[src/rtl/pipeline_seq_mc.sv]
// Multi-lane pipeline sequencer: buffers sample frames in a small FIFO, issues each lane
// to the shared DSP core with a tick/ready handshake and gathers the results per frame.
module pipeline_seq_mc #(
  parameter int data_width     = 16,
  parameter int n_lanes        = 2,
  parameter int fifo_depth     = 4,
  parameter int timeout_cycles = 4096,
  parameter int ctr_width      = 32,
  localparam int lane_w  = (n_lanes > 1) ? $clog2(n_lanes) : 1,
  localparam int frame_w = n_lanes * data_width
) (
  input  logic                  clk,
  input  logic                  reset,
  input  logic [frame_w-1:0]    in_frame,
  input  logic                  in_valid,
  output logic                  in_ready,
  output logic                  core_tick,
  output logic [data_width-1:0] core_sample,
  output logic [lane_w-1:0]     core_lane,
  input  logic                  core_ready,
  input  logic [data_width-1:0] core_result,
  output logic [frame_w-1:0]    out_frame,
  output logic                  out_valid,
  output logic [ctr_width-1:0]  frame_ctr,
  output logic [ctr_width-1:0]  overrun_ctr,
  output logic                  overrun,
  output logic                  error,
  input  logic                  clear_error,
  output logic [2:0]            dbg_state
);
  localparam int ptr_w = (fifo_depth > 1) ? $clog2(fifo_depth) : 1;
  localparam int tmr_w = (timeout_cycles > 1) ? $clog2(timeout_cycles) : 1;
  localparam logic [tmr_w-1:0] tmr_max = tmr_w'(timeout_cycles - 1);
  localparam logic [ptr_w:0]   cnt_full = (ptr_w + 1)'(fifo_depth);

  typedef enum logic [2:0] {
    S_IDLE  = 3'd0,
    S_ISSUE = 3'd1,
    S_ARM   = 3'd2,
    S_WAIT  = 3'd3,
    S_DONE  = 3'd4,
    S_FAULT = 3'd5
  } state_t;

  state_t state_q, state_d;

  logic [frame_w-1:0]    mem_q [fifo_depth];
  logic [ptr_w-1:0]      wr_ptr_q, rd_ptr_q;
  logic [ptr_w:0]        count_q, count_d;
  logic                  in_ready_q;
  logic [frame_w-1:0]    work_q;
  logic [lane_w-1:0]     lane_q;
  logic [tmr_w-1:0]      timer_q;
  logic [frame_w-1:0]    res_q, res_d;
  logic [frame_w-1:0]    out_frame_q;
  logic                  out_valid_q;
  logic [ctr_width-1:0]  frame_ctr_q, overrun_ctr_q;
  logic                  overrun_q, error_q;

  logic fifo_empty, fifo_full, push_req, push_ok, drop, pop;
  logic wait_hit, timeout_hit, lane_last;

  // Input side: a frame is taken on any cycle with in_valid high and in_ready high;
  // in_valid with in_ready low drops the frame unless the FIFO pops in that same cycle.
  // Core side: core_tick starts one lane, core_ready high in WAIT returns its result.
  assign fifo_empty = (count_q == '0);
  assign fifo_full  = (count_q == cnt_full);
  assign push_req   = in_valid && !clear_error;
  assign push_ok    = push_req && (!fifo_full || pop);
  assign drop       = push_req && fifo_full && !pop;
  assign lane_last  = (lane_q == lane_w'(n_lanes - 1));

  always_comb begin
    count_d = count_q;
    if (clear_error)          count_d = '0;
    else if (push_ok && !pop) count_d = count_q + 1'b1;
    else if (pop && !push_ok) count_d = count_q - 1'b1;
  end

  always_comb begin
    res_d = res_q;
    if (wait_hit) res_d[int'(lane_q)*data_width +: data_width] = core_result;
  end

  always_ff @(posedge clk or negedge reset) begin
    if (!reset) state_q <= S_IDLE;
    else        state_q <= state_d;
  end

  always_comb begin
    state_d = state_q;
    case (state_q)
      S_IDLE:  if (!fifo_empty) state_d = S_ISSUE;
      S_ISSUE: state_d = S_ARM;
      S_ARM:   state_d = S_WAIT;
      S_WAIT: begin
        if (wait_hit)         state_d = lane_last ? S_DONE : S_ISSUE;
        else if (timeout_hit) state_d = S_FAULT;
      end
      S_DONE:  state_d = S_IDLE;
      S_FAULT: state_d = S_FAULT;
      default: state_d = S_IDLE;
    endcase
    if (clear_error) state_d = S_IDLE;
  end

  always_comb begin
    core_tick   = 1'b0;
    pop         = 1'b0;
    wait_hit    = 1'b0;
    timeout_hit = 1'b0;
    case (state_q)
      S_IDLE:  pop = !fifo_empty && !clear_error;
      S_ISSUE: core_tick = 1'b1;
      S_WAIT: begin
        wait_hit    = core_ready;
        timeout_hit = !core_ready && (timer_q == tmr_max);
      end
      default: ;
    endcase
  end

  always_ff @(posedge clk) begin
    if (push_ok) mem_q[wr_ptr_q] <= in_frame;
  end

  always_ff @(posedge clk or negedge reset) begin
    if (!reset) begin
      wr_ptr_q      <= '0;
      rd_ptr_q      <= '0;
      count_q       <= '0;
      in_ready_q    <= 1'b1;
      work_q        <= '0;
      lane_q        <= '0;
      timer_q       <= '0;
      res_q         <= '0;
      out_frame_q   <= '0;
      out_valid_q   <= 1'b0;
      frame_ctr_q   <= '0;
      overrun_ctr_q <= '0;
      overrun_q     <= 1'b0;
      error_q       <= 1'b0;
    end else begin
      count_q     <= count_d;
      in_ready_q  <= (count_d != cnt_full);
      out_valid_q <= 1'b0;
      if (clear_error) begin
        wr_ptr_q      <= '0;
        rd_ptr_q      <= '0;
        error_q       <= 1'b0;
        overrun_q     <= 1'b0;
        overrun_ctr_q <= '0;
      end else begin
        if (push_ok) wr_ptr_q <= wr_ptr_q + 1'b1;
        if (pop) begin
          rd_ptr_q <= rd_ptr_q + 1'b1;
          work_q   <= mem_q[rd_ptr_q];
          lane_q   <= '0;
        end
        if (drop) begin
          overrun_q <= 1'b1;
          if (overrun_ctr_q != '1) overrun_ctr_q <= overrun_ctr_q + 1'b1;
        end
        if (timeout_hit) error_q <= 1'b1;
        if (state_q == S_ARM) timer_q <= '0;
        else if ((state_q == S_WAIT) && !core_ready && !timeout_hit) timer_q <= timer_q + 1'b1;
        res_q <= res_d;
        // The output frame is published on entry to DONE so it is valid with out_valid.
        if (wait_hit) begin
          if (lane_last) begin
            out_frame_q <= res_d;
            out_valid_q <= 1'b1;
            frame_ctr_q <= frame_ctr_q + 1'b1;
          end else begin
            lane_q <= lane_q + 1'b1;
          end
        end
      end
    end
  end

  assign in_ready    = in_ready_q;
  assign core_sample = work_q[int'(lane_q)*data_width +: data_width];
  assign core_lane   = lane_q;
  assign out_frame   = out_frame_q;
  assign out_valid   = out_valid_q;
  assign frame_ctr   = frame_ctr_q;
  assign overrun_ctr = overrun_ctr_q;
  assign overrun     = overrun_q;
  assign error       = error_q;
  assign dbg_state   = state_q;

endmodule

[config.mk]
export PLATFORM = sky130hd
export DESIGN_NAME = pipeline_seq_mc
export DESIGN_NICKNAME = d
export VERILOG_FILES = /design/src/rtl/pipeline_seq_mc.sv
export SDC_FILE = /design/constraint.sdc
export NUM_CORES = 1
export LEC_CHECK = 0
export ABC_AREA = 1
export CORE_MARGIN = 5
export CORE_UTILIZATION = 49
export CTS_CLUSTER_DIAMETER = 200
export DETAILED_ROUTE_END_ITERATION = 7
export PLACE_DENSITY_LB_ADDON = 0.12
export SETUP_SLACK_MARGIN = 0.3
export SYNTH_ARGS = -nofsm -noshare
export SYNTH_HDL_FRONTEND = slang
export SYNTH_SLANG_ARGS = --single-unit
[constraint.sdc]
create_clock -name clk -period 3.55 [get_ports clk]
set_input_delay 0.355 -clock clk [delete_from_list [all_inputs] [get_ports clk]]
set_output_delay 0.355 -clock clk [all_outputs]
set_load 0.1 [all_outputs]
After elaboration in Yosys (flattened, before gate mapping)
Memory sizes are Yosys's and may differ from the RTL's. A register that Yosys moved wholly into a read port is not among the register bits.
Index checks and enable logic that the tools add are counted.
{"block": "totals", "reg_bits": 155, "latchBits": 0, "mem_bits_rw": 128, "mem_bits_ro": 0, "input_bits": 53, "output_inout_bits": 121, "elab_cells": 106, "mem_count": 1}
{"block": "classes", "addsub": 9, "mul": 0, "div": 0, "order_cmp": 0, "eq_ne": 10, "shift": 3, "n_mux": 36, "bitwise": 1, "reduce_logical": 32}
{"memory": "mem_q", "words": 4, "width": 32, "read_ports": 1, "rd_clocked_by_memory_dff": 1, "write_ports": 1, "line_no": "47", "source": "logic [frame_w-1:0] mem_q [fifo_depth];"}
{"cell": "$mux W32", "n": 4}
{"cell": "$add A32 B1 Y32 const B", "n": 2}
{"cell": "$neg A5 Y33", "n": 1}
{"cell": "$shift A16 B33 Y32 const A", "n": 1}
{"cell": "$shiftx A16 B33 Y32", "n": 1}
{"cell": "$bwmux W32", "n": 1}
{"cell": "$ne A32 B32 Y1 const B", "n": 1}
{"cell": "$shiftx A32 B6 Y16", "n": 1}
{"cell": "$mux W12", "n": 2}
{"cell": "$mux W3", "n": 8}
{"cell": "$mux W1", "n": 16}
{"cell": "$pmux W3 S5", "n": 1}
{"cell": "$add A12 B1 Y12 const B", "n": 1}
{"cell": "$eq A12 B12 Y1 const B", "n": 1}
{"cell": "$reduce_bool A2 Y1", "n": 6}
{"cell": "$logic_and A1 B1 Y1", "n": 10}
{"cell": "$logic_not A1 Y1", "n": 8}
{"cell": "$mux W2", "n": 4}
{"cell": "$reduce_and A2 Y1", "n": 4}
{"cell": "$eq A3 B2 Y1 const B", "n": 2}
{"cell": "$eq A3 B3 Y1 const B", "n": 2}
{"cell": "$logic_not A3 Y1", "n": 2}
{"cell": "$ne A3 B3 Y1 const B", "n": 2}
{"cell": "$add A2 B1 Y2 const B", "n": 2}
{"cell": "other kinds (8)", "n": 8}

Longest topological paths before layout
{"block": "depth", "ltp_word": 12, "ltp_mapped": 13, "depth_no_buf": 12}

Worst setup path after synthesis
No wires, ideal clock.
{"block": "synth_path", "path_type": "reg-to-output", "start": "register lane_q (netlist: core_lane)", "end": "output core_sample[15]", "t_arrival_ns": 3.352, "required_time_ns": 3.195, "slack_ns": -0.157, "stages_incl_launch_ff": 4, "path_buffers": 2, "cell_sequence": "dfrtp_1 buf_2 clkbuf_1 o21ai_0"}
{"block": "synth_via", "elab_chain_len": 1}
{"item": "start: declaration", "line_no": "52", "source": "logic [lane_w-1:0] lane_q;"}
{"item": "start signal: assignment", "line_no": "175", "source": "lane_q <= lane_q + 1'b1;"}
{"item": "$shiftx A32 B6 Y16", "line_no": "183", "source": "assign core_sample = work_q[int'(lane_q)*data_width +: data_width];"}
{"item": "end: declaration", "line_no": "18", "source": "output logic [data_width-1:0] core_sample,"}
Every way passes these cells.

Worst setup path in the final report
{"block": "layout_path", "start": "register lane_q (netlist: core_lane)", "end": "output core_sample[4]"}
The elaborated chain is that of the path after synthesis.

==> flow_results.xml <==
<?xml version="1.0" encoding="UTF-8"?>
<metrics>
  <group name="placed_design">
    <metric name="place.detailed.instances" unit="">2012</metric>
    <metric name="place_hpwl" unit="µm">22420</metric>
    <metric name="dpl-instance-area" unit="µm²">15670</metric>
    <metric name="io_buffers" unit="">173</metric>
    <metric name="finalWeightedCongestion" unit="">0.9251</metric>
    <metric name="pre_cts_ws" unit="ns">0.6728</metric>
  </group>
  <group name="run_status">
    <metric name="status" unit="">finished clean</metric>
  </group>
  <group name="floorplan">
    <metric name="number_of_top_level_design_ports" unit="">174</metric>
    <metric name="row_count" unit="">61</metric>
    <metric name="die_width" unit="µm">176.4</metric>
    <metric name="floorplan.core_area" unit="µm²">27550</metric>
    <metric name="dieHeight" unit="µm">176.4</metric>
    <metric name="die_area" unit="µm²">31120</metric>
    <metric name="start_util" unit="%">49.25</metric>
  </group>
  <group name="flow_run">
    <metric name="cap_violations" unit="">0</metric>
  </group>
  <group name="global_routing">
    <metric name="groute.usage.overall" unit="%">21.06</metric>
    <metric name="antenna_found_initial" unit="">0</metric>
    <metric name="vias_in_the_first_global_route" unit="">10340</metric>
    <metric name="grt_overflow_total" unit="">0</metric>
    <metric name="grt_pass1_wl" unit="µm">53060</metric>
    <metric name="grt_max_degree" unit="">87</metric>
  </group>
  <group name="critical_path">
    <metric name="worst-path-max-fanout" unit="">25</metric>
    <metric name="cp-startpoint" unit="">core_lane$_DFFE_PN0N_</metric>
    <metric name="crit_path_max_incr_delay" unit="ns">0.89</metric>
    <metric name="critical_path_arrival" unit="ns">2.35</metric>
    <metric name="rr_endpoint" unit="">mem_q[2][10]$_DFFE_PP_</metric>
    <metric name="worstSetupEndpointType" unit="">primary output</metric>
    <metric name="crit-reg2reg-launch" unit="">count_q[0]$_DFF_PN0_</metric>
    <metric name="r2r_slack" unit="ns">1.19</metric>
    <metric name="cp_cell_sequence" unit="">buf_4 -&gt; nand2_1 -&gt; o21ai_0 -&gt; buf_4</metric>
    <metric name="critical_path_class" unit="">flip-flop to primary output</metric>
    <metric name="path_delay_family" unit="">flip-flops</metric>
    <metric name="ff2ff_path_depth" unit="">8</metric>
    <metric name="worstPathRequired" unit="ns">3.19</metric>
    <metric name="worstPathBufferInverterCount" unit="">2</metric>
    <metric name="cpMostUsedCell" unit="">buf_4</metric>
    <metric name="worstSetupStartpointType" unit="">flip-flop</metric>
    <metric name="slowest_stage_cell_on_the_critical_path" unit="">dfrtp_1</metric>
  </group>
  <group name="clock_tree">
    <metric name="tritoncts" unit="">done</metric>
    <metric name="cts_max_path_buffers" unit="">3</metric>
    <metric name="cts_repair_resize_count" unit="">0</metric>
    <metric name="postCtsHoldBufs" unit="">1</metric>
    <metric name="number_of_buffers_created_by_cts" unit="">34</metric>
    <metric name="clockRootBuffer" unit="">clkbuf_16</metric>
    <metric name="clk_pin_slew" unit="ns">0.05</metric>
    <metric name="htreeDepth" unit="">2</metric>
    <metric name="clock_sinks" unit="">299</metric>
    <metric name="clkLatencyLatePin" unit="ns">0.52</metric>
    <metric name="cts_setup_buffers" unit="">0</metric>
  </group>
  <group name="min_path">
    <metric name="timing.hold.worst_path_depth" unit="">3</metric>
    <metric name="hold-path-endpoint" unit="">out_frame[25]$_DFFE_PN0P_</metric>
    <metric name="hold_path.class" unit="">primary input to flip-flop</metric>
    <metric name="hold_path_startpoint" unit="">core_result[9]</metric>
  </group>
  <group name="cells_and_area">
    <metric name="utilization" unit="%">60.91</metric>
    <metric name="final_net_count" unit="">1734</metric>
    <metric name="fill_cells" unit="">2362</metric>
    <metric name="final_area" unit="µm²">16780</metric>
    <metric name="layout-drive-gt1-share" unit="%">8.844</metric>
    <metric name="area.growth.synth_to_final" unit="%">23.66</metric>
    <metric name="post_layout_nonfiller_instances" unit="">2074</metric>
    <metric name="insertedDiodeCount" unit="">0</metric>
  </group>
  <group name="synth">
    <metric name="synth_cells" unit="">1498</metric>
    <metric name="synth_seq_area_share" unit="%">59.87</metric>
    <metric name="mean_cell_area_of_the_mapped_netlist" unit="µm²">9.059</metric>
    <metric name="synth.area.top_cells" unit="">dfrtp_1 31%, edfxtp_1 28%, nand2_1 10%</metric>
    <metric name="synthDistinctLibCells" unit="">39</metric>
    <metric name="ys_warn_count" unit="">0</metric>
    <metric name="synth_fp_nets" unit="">1561</metric>
    <metric name="syn_area" unit="µm²">13570</metric>
    <metric name="synth_top_area_cell" unit="">dfrtp_1</metric>
    <metric name="postSynthRegisterBits" unit="">299</metric>
    <metric name="synth.top_cell.area_share" unit="%">31.35</metric>
  </group>
  <group name="pwr">
    <metric name="vdd_ir_drop_max" unit="mV">1.312</metric>
    <metric name="finalPower" unit="W">0.01263</metric>
    <metric name="comb_power_share" unit="%">37.2</metric>
    <metric name="swShare" unit="%">42.57</metric>
    <metric name="share_clk_of_total_power" unit="%">27.1</metric>
    <metric name="power.static_leakage" unit="nW">6.825</metric>
    <metric name="p_int" unit="W">0.007256</metric>
    <metric name="power.switching" unit="W">0.005378</metric>
    <metric name="power.share.sequential" unit="%">35.6</metric>
    <metric name="power.density" unit="nW/µm²">752.9</metric>
  </group>
  <group name="drt">
    <metric name="wl_per_cell" unit="µm">15.93</metric>
    <metric name="top_signal_layer_used" unit="">met4</metric>
    <metric name="wl_met2" unit="µm">15900</metric>
    <metric name="met1_routed_wirelength_after_detailed_routing" unit="µm">14420</metric>
    <metric name="dr_wl_met3" unit="µm">1830</metric>
    <metric name="drt_first_iter_violations" unit="">712</metric>
    <metric name="detail_route.vias_per_cell" unit="">5.154</metric>
    <metric name="detail_route.first_pass.iterations" unit="">5</metric>
    <metric name="vias" unit="">10690</metric>
    <metric name="drtAntennaViolNets" unit="">0</metric>
    <metric name="drc" unit="">0</metric>
    <metric name="routed_wl" unit="µm">33050</metric>
  </group>
  <group name="timing">
    <metric name="layout_min_cycle_time" unit="ns">2.701</metric>
    <metric name="final_worst_path_period_share" unit="%">76.08</metric>
    <metric name="hold_viol" unit="">0</metric>
    <metric name="slew_worst_pin" unit="ns">1.055</metric>
    <metric name="final_max_slew_viol_count" unit="">0</metric>
    <metric name="max_slew_margin" unit="%">29.42</metric>
    <metric name="fmax" unit="GHz">0.3703</metric>
    <metric name="rsz0062_at_grt" unit="">false</metric>
    <metric name="post-route-worst-setup-slack" unit="ns">0.8492</metric>
    <metric name="timing.clock.skew" unit="ns">0.01842</metric>
    <metric name="setup-violations-final" unit="">0</metric>
  </group>
</metrics>
-- routing by layer --
layer  vias up  track usage [%]
li1       5262                -
met5         -                0
met3        63            3.640
met2       303            35.34
met4         0            6.544
met1      5061            28.23
-- synthesized netlist by cell type, drive strengths merged --
cell and n:
a21oi 27, a31oi 16, a32o 1, and2 2
buf 20, clkbuf 36, clkinv 2, dfrtp 170
dfstp 1, edfxtp 128, ha 10, inv 116
nand2 391, nand3 76, nand3b 8, nand4 9
nor2 249, nor3 20, nor3b 1, o21ai 163
o21bai 1, o22ai 17, o31ai 1, or2 8
xnor2 7, xor2 18
-- registers in the layout, summed over array words and instances, names as in the netlist, 2 cells and up --
| signal | cells |
|---|---|
| overrun_ctr | 32 |
| work_q | 32 |
| count_q | 3 |
| res_q | 16 |
| out_frame | 32 |
| mem_q | 128 |
| timer_q | 12 |
| frame_ctr | 32 |
| wr_ptr_q | 2 |
| rd_ptr_q | 2 |
| dbg_state | 3 |
-- worst min-delay path: cells and delay by family --
kind | cells | cell delay [ns]
and+or+nand+nor | 2 | 0.11
buffers and inverters | 1 | 0.42
-- how the worst max path moves through the flow --
| stage | to | slack [ns] | cells past startpoint |
|---|---|---|---|
| 2_1_floorplan | core_sample[15] | -0.16 | 3 |
| 3_5_place_dp | mem_q[2][11]$_DFFE_PP_ | 0.67 | 5 |
| 6_report | core_sample[4] | 0.85 | 4 |
| 5_1_grt | core_sample[4] | 0.66 | 4 |
| 4_1_cts | core_sample[4] | 0.84 | 4 |
| 3_3_place_gp | mem_q[2][9]$_DFFE_PP_ | 0.77 | 5 |
-- stage by stage --
stage	hold WS [ns]	TNS (ns)
6_report	0.4251	0
3_5_place_dp	0.4197	0
4_1_cts	0.4118	0
2_1_floorplan	0.05941	-1.257
5_1_grt	0.4377	0
3_3_place_gp	0.4031	0
-- cell type report --
cell class / instances / area (µm²) / share of cell area [%]
inverter: 118 / 444.2 / 2.647
clock inverter: 9 / 120.1 / 0.7158
multi-input combinational: 1025 / 4761 / 28.37
sequential: 299 / 8125 / 48.42
tap: 378 / 473.0 / 2.818
clock buffer: 52 / 979.7 / 5.838
timing repair buffer: 193 / 1878 / 11.19
-- cell families (layout without fill, tap and decap cells) --
group / Yosys count / in the layout / synth area share (%)
adders and majority gates: 10 / 10 / 0.9220
xor gates and xnor gates: 25 / 25 / 1.613
and+or+nand+nor: 764 / 764 / 23.26
DFF: 299 / 299 / 59.87
AOI/OAI and AO/OA: 226 / 226 / 9.045
buffers and inverters: 174 / 372 / 5.292
-- power by group through the flow --
| stage | combinational, W | clock (W) | sequential (W) |
|---|---|---|---|
| finish | 0.00471 | 0.00343 | 0.00450 |
| global route | 0.00499 | 0.00365 | 0.00456 |
| global placement | 0.00468 | 0 | 0.00455 |
| CTS | 0.00473 | 0.00350 | 0.00450 |
| floorplan | 0.00215 | 0 | 0.00590 |
| detailed placement | 0.00472 | 0 | 0.00456 |
-- placed cells by master, fill, tap and decap left out, drive strengths merged, types with 2 or more instances in the layout --
master | Yosys | layout
xnor2 | 7 | 7
o21ai | 163 | 163
ha | 10 | 10
nor2 | 249 | 249
nand3b | 8 | 8
nor3 | 20 | 20
edfxtp | 128 | 128
o22ai | 17 | 17
a31oi | 16 | 16
clkbuf | 36 | 52
and2 | 2 | 2
clkdlybuf4s50 | 0 | 154
or2 | 8 | 8
a21oi | 27 | 27
bufinv | 0 | 2
buf | 20 | 38
dfrtp | 170 | 170
nand4 | 9 | 9
nand2 | 391 | 391
xor2 | 18 | 18
inv | 116 | 116
nand3 | 76 | 76
clkinv | 2 | 8
Power figures use the tool's default switching activity.
